[src/rtl/led_s2p_rx.sv]
// Serial-to-parallel receiver for the LED shift-chain link, oversampled on clk.
// Define LED_S2P_SYNC_EN to put a two-flop synchronizer on the four serial pins.
module led_s2p_rx #(
  parameter int DATA_BITS = 16,
  parameter bit DIR       = 1'b0
) (
  input  logic                 clk,
  input  logic                 rst,
  input  logic                 sclk,
  input  logic                 sclrn,
  input  logic                 sin,
  input  logic                 en,
  output logic [DATA_BITS-1:0] pdata,
  output logic                 valid,
  output logic                 frame_err,
  output logic                 busy,
  output logic [7:0]           frame_cnt
);
  localparam int CW = $clog2(DATA_BITS + 2);
  localparam logic [CW-1:0] CNT_FULL = CW'(DATA_BITS);
  localparam logic [CW-1:0] CNT_OVER = CW'(DATA_BITS + 1);

  // Pin order: {sclk, sclrn, sin, en}; all take the same path so sin stays aligned with sclk.
  logic [3:0] pins_s;

`ifdef LED_S2P_SYNC_EN
  logic [3:0] sync1_q, sync2_q;
  always_ff @(posedge clk) begin
    if (rst) begin
      sync1_q <= '0;
      sync2_q <= '0;
    end else begin
      sync1_q <= {sclk, sclrn, sin, en};
      sync2_q <= sync1_q;
    end
  end
  assign pins_s = sync2_q;
`else
  assign pins_s = {sclk, sclrn, sin, en};
`endif

  logic sclk_s, sclrn_s, sin_s, en_s;
  assign {sclk_s, sclrn_s, sin_s, en_s} = pins_s;

  logic                 sclk_d_q, en_d_q;
  logic [DATA_BITS-1:0] sr_q, sr_d;
  logic [CW-1:0]        cnt_q, cnt_d;
  logic [DATA_BITS-1:0] pdata_q, pdata_d;
  logic                 valid_q, valid_d;
  logic                 err_q, err_d;
  logic                 busy_q;
  logic [7:0]           fcnt_q, fcnt_d;

  logic          sclk_rise, en_rise;
  logic [CW-1:0] cnt_base;

  assign sclk_rise = sclk_s & ~sclk_d_q;
  assign en_rise   = en_s & ~en_d_q;
  // A coincident latch restarts the count, so the shift in the same cycle counts as bit 1.
  assign cnt_base  = en_rise ? '0 : cnt_q;

  always_comb begin
    sr_d    = sr_q;
    cnt_d   = cnt_q;
    pdata_d = pdata_q;
    valid_d = 1'b0;
    err_d   = 1'b0;
    fcnt_d  = fcnt_q;
    if (!sclrn_s) begin
      sr_d  = '0;
      cnt_d = '0;
    end else begin
      if (en_rise) begin
        if (cnt_q == CNT_FULL) begin
          pdata_d = sr_q;
          valid_d = 1'b1;
          fcnt_d  = fcnt_q + 8'd1;
        end else begin
          err_d = 1'b1;
        end
        cnt_d = '0;
      end
      if (sclk_rise) begin
        if (DIR == 1'b0) sr_d = {sr_q[DATA_BITS-2:0], sin_s};
        else             sr_d = {sin_s, sr_q[DATA_BITS-1:1]};
        cnt_d = (cnt_base == CNT_OVER) ? cnt_base : cnt_base + 1'b1;
      end
    end
  end

  always_ff @(posedge clk) begin
    if (rst) begin
      sclk_d_q <= 1'b0;
      en_d_q   <= 1'b0;
      sr_q     <= '0;
      cnt_q    <= '0;
      pdata_q  <= '0;
      valid_q  <= 1'b0;
      err_q    <= 1'b0;
      busy_q   <= 1'b0;
      fcnt_q   <= '0;
    end else begin
      sclk_d_q <= sclk_s;
      en_d_q   <= en_s;
      sr_q     <= sr_d;
      cnt_q    <= cnt_d;
      pdata_q  <= pdata_d;
      valid_q  <= valid_d;
      err_q    <= err_d;
      busy_q   <= (cnt_d != '0);
      fcnt_q   <= fcnt_d;
    end
  end

  assign pdata     = pdata_q;
  assign valid     = valid_q;
  assign frame_err = err_q;
  assign busy      = busy_q;
  assign frame_cnt = fcnt_q;
endmodule

[config.mk]
export PLATFORM = sky130hd
export DESIGN_NAME = led_s2p_rx
export DESIGN_NICKNAME = d
export VERILOG_FILES = /design/src/rtl/led_s2p_rx.sv
export SDC_FILE = /design/constraint.sdc
export NUM_CORES = 1
export LEC_CHECK = 0
export CAP_MARGIN = 20
export CORE_UTILIZATION = 35
export CTS_CLUSTER_DIAMETER = 40
export DETAILED_ROUTE_END_ITERATION = 10
export SLEW_MARGIN = 20
export SYNTH_ARGS = -nofsm -noshare
export SYNTH_HDL_FRONTEND = slang
export SYNTH_SLANG_ARGS = --single-unit
export TNS_END_PERCENT = 20
[constraint.sdc]
create_clock -name clk -period 2.4 [get_ports clk]
set_clock_uncertainty 0.15 [all_clocks]
set_input_delay 0.36 -clock clk [delete_from_list [all_inputs] [get_ports clk]]
set_output_delay 0.36 -clock clk [all_outputs]
set_load 0.03 [all_outputs]
==> results.py <==
metrics = {
    "status": {
        "status": "finished clean",
    },
    "die": {
        "rows": 26,
        "die_h_um": 75.93,
        "start_util": 0.3699,
        "coreArea_um2": 5172,
        "die_area_um2": 5765,
        "fp.dieW_um": 75.93,
        "io_pins": 33,
    },
    "critical_path": {
        "crit_path_start": "en",
        "cp-endpoint": "busy",
        "path_class": "in -> reg",
        "r2r.worst_path.cells": 5,
        "cp.required_ns": 2.45,
        "critPathMaxStageDelay_ns": 0.51,
        "start_kind": "primary input",
        "r2r_start": "cnt_q[3]",
        "critPathCaptureType": "register",
        "crit_fanout": 4,
        "cp.arrival_ns": 2.12,
        "r2r_setup_slack_ns": 0.48,
        "r2r-end": "frame_cnt[7]",
        "crit_chain": "clkdlybuf4s50_1 > nand2b_1 > and2_1 > ha_1 > o31ai_1 > a31oi_1 > or2_2",
        "crit_path_top_delay_cell": "clkdlybuf4s50_1",
    },
    "final_layout": {
        "n_antenna_cell": 0,
        "layout_common_cells": "nand2_1 (71), dfxtp_1 (50), a21oi_1 (35), clkdlybuf4s50_1 (32), nor2_1 (12)",
        "fin_nets": 270,
        "area_delta_synth_final_pct": 25.70,
        "mostFrequentLayoutCell": "nand2_1",
        "drive_gt1_frac": 0.07985,
    },
    "route": {
        "drt_first_pass_iters": 4,
        "viasPerCell": 4.706,
        "postRouteAntennaNets": 0,
        "vias": 1567,
        "wl_per_cell_um": 11.24,
        "drc": 0,
        "wl_mm": 3.742,
        "drt_iter0_drc": 67,
    },
    "grt": {
        "grt_max_degree": 31,
        "grt.met3_usage": 0.04096,
        "grt_use_met2": 0.2164,
        "grt.overflow.total": 0,
        "grt_pass1_vias": 1451,
        "grt_util_met1": 0.1942,
        "grt_use_total": 0.1448,
        "grt-busiest-layer": "met2",
        "antenna_found_initial": 0,
        "grt_pass1_wl_mm": 6.789,
    },
    "clock_network": {
        "cts_resized": 0,
        "clkTransAtPathRegs_ns": 0.09,
        "cts_setup_buffers": 0,
        "cts_root_buffer": "clkbuf_8",
        "numCtsBuffers": 5,
        "cts_tree": "built",
        "cts_hold_buffers": 0,
        "clockBufferDepth": 2,
        "insertion_delay_ns": 0.30,
        "h-tree-depth": 2,
        "clkSinkCount": 50,
    },
    "flow_run": {
        "max_cap_viol_count": 0,
    },
    "logic_synthesis": {
        "ys_ff_latch": 50,
        "yosys.area_share.simple": 0.2655,
        "synth.avg_cell_area_um2": 8.428,
        "synth_compound_area_frac": 0.1203,
        "synthCells": 227,
        "synthXorXnorAreaFrac": 0.04120,
        "syn_area_um2": 1913,
        "muxShareOfSynthArea": 0,
        "yosysWarnings": 0,
        "synth_top_family_by_area": "simple AND/OR/NAND/NOR gates",
        "syn_nets": 235,
        "synth_top_area_share": 0.5232,
        "ys_seq_area_frac": 0.5232,
        "synth.area.top_cells": "dfxtp_1 (52%), nand2_1 (14%), a21oi_1 (9.2%)",
        "synth_top_area_cell": "dfxtp_1",
        "synthAdderAreaFrac": 0.01308,
        "ys_types": 31,
    },
    "worst_hold_path": {
        "hp-class": "reg -> reg",
    },
    "power_and_ir_drop": {
        "powerDensity_nw_per_um2": 578.0,
        "leakage_nw": 0.7914,
        "intPower_mw": 1.062,
        "ir_drop_mv": 0.2184,
        "combPwrFrac": 0.048,
        "seq_power_share": 0.603,
        "p_sw_mw": 0.3274,
        "p_sw_frac": 0.2356,
        "finalPower_mw": 1.390,
        "clkPwrFrac": 0.349,
    },
    "place": {
        "place_congestion": 0.8078,
        "port-buffer-count": 32,
        "dp_hpwl_mm": 2.557,
    },
    "sta": {
        "hold_viol": 0,
        "hold_ws_ns": 0.3060,
        "finalSetupViolations": 0,
        "worst_pin_slew_ns": 0.4220,
        "finalCritPeriodShare": 0.8633,
        "tns_ns": 0,
        "fmax_mhz": 482.6,
        "rsz0062_at_grt": "false",
        "period_minus_slack_ns": 2.072,
        "slew_viol_final": 0,
        "max_slew_margin": 0.7186,
    },
}
## worst min path at each step
stage | from | endpoint | slack (ns) | cells past startpoint
6_report | pdata[8] | pdata[8] | 0.31 | 2
5_1_grt | sr_q[15] | sr_q[15] | 0.33 | 2
4_1_cts | pdata[13] | pdata[13] | 0.31 | 2
3_5_place_dp | pdata[8] | pdata[8] | 0.30 | 2
3_3_place_gp | pdata[13] | pdata[13] | 0.29 | 2
2_1_floorplan | sr_q[15] | pdata[15] | 0.28 | 2
## worst max-delay path, delay by kind of cell
| family | cells | cell delay, ns |
|---|---|---|
| AND/OR/NAND/NOR | 3 | 0.58 |
| buffers and inverters | 1 | 0.51 |
| AO/OA/AOI/OAI | 2 | 0.38 |
| adder cells (fa/ha/maj) | 1 | 0.29 |
## registers in the layout (all words and copies together), names as in the netlist
signal	cells
frame_err	1
pdata	16
en_d_q	1
frame_cnt	8
sr_q	16
valid	1
cnt_q	5
sclk_d_q	1
busy	1
## stage by stage
stage | utilization | cell area [um2] | worst slack, ns | instances
2_1_floorplan | - | 1913 | 0.5736 | 227
3_3_place_gp | 0.4475 | 2315 | 0.06754 | 325
3_5_place_dp | 0.4475 | 2315 | 0.02583 | 325
4_1_cts | 0.4649 | 2405 | 0.3603 | 333
5_1_grt | 0.4649 | 2405 | 0.2128 | 333
6_report | 0.4649 | 2405 | 0.3280 | 333
## cell families (layout without fill, tap and decap cells)
| logic type | count (synthesis) | after routing |
|---|---|---|
| AND/OR/NAND/NOR | 110 | 110 |
| flip-flops | 50 | 50 |
| AO/OA/AOI/OAI | 43 | 43 |
| buffers and inverters | 13 | 49 |
| XOR/XNOR | 9 | 9 |
| adder cells (fa/ha/maj) | 2 | 2 |
## final cells by class
type / count / area [um2]
clock buffers: 5 / 68.82
flip-flops and latches: 50 / 1001
clock inverters: 3 / 21.27
multi-input cells: 164 / 842.1
well taps: 70 / 87.58
fillers: 525 / 2768
repair buffers: 40 / 380.4
inverters: 1 / 3.754
## cells in the mapped netlist, drive strengths merged
cell type / n
o21ai: 1
a31oi: 2
o211ai: 1
ha: 2
o21bai: 1
a21oi: 35
nand2: 71
o31ai: 1
or4b: 1
xor2: 7
and3: 1
nor2: 12
nand3: 6
dfxtp: 50
nand2b: 3
clkbuf: 8
nand4: 4
or2: 1
nor3: 4
dlygate4sd1: 1
inv: 1
nand3b: 1
nor4: 1
and2: 1
xnor2: 2
nor2b: 4
buf: 3
a211oi: 2
## routing by layer
layer,up-vias,share of wire
met1,705,0.50
li1,816,-
met5,-,0
met3,9,0.050
met2,37,0.42
met4,0,0.021
## power groups by stage
stage / registers (mW) / clock network (mW) / logic, mW
6_report: 0.838 / 0.486 / 0.0666
5_1_grt: 0.839 / 0.535 / 0.0743
4_1_cts: 0.838 / 0.506 / 0.0673
3_5_place_dp: 0.857 / 0 / 0.0670
3_3_place_gp: 0.857 / 0 / 0.0669
2_1_floorplan: 0.859 / 0 / 0.0363
Note: power is estimated with default switching activity, not from simulation.
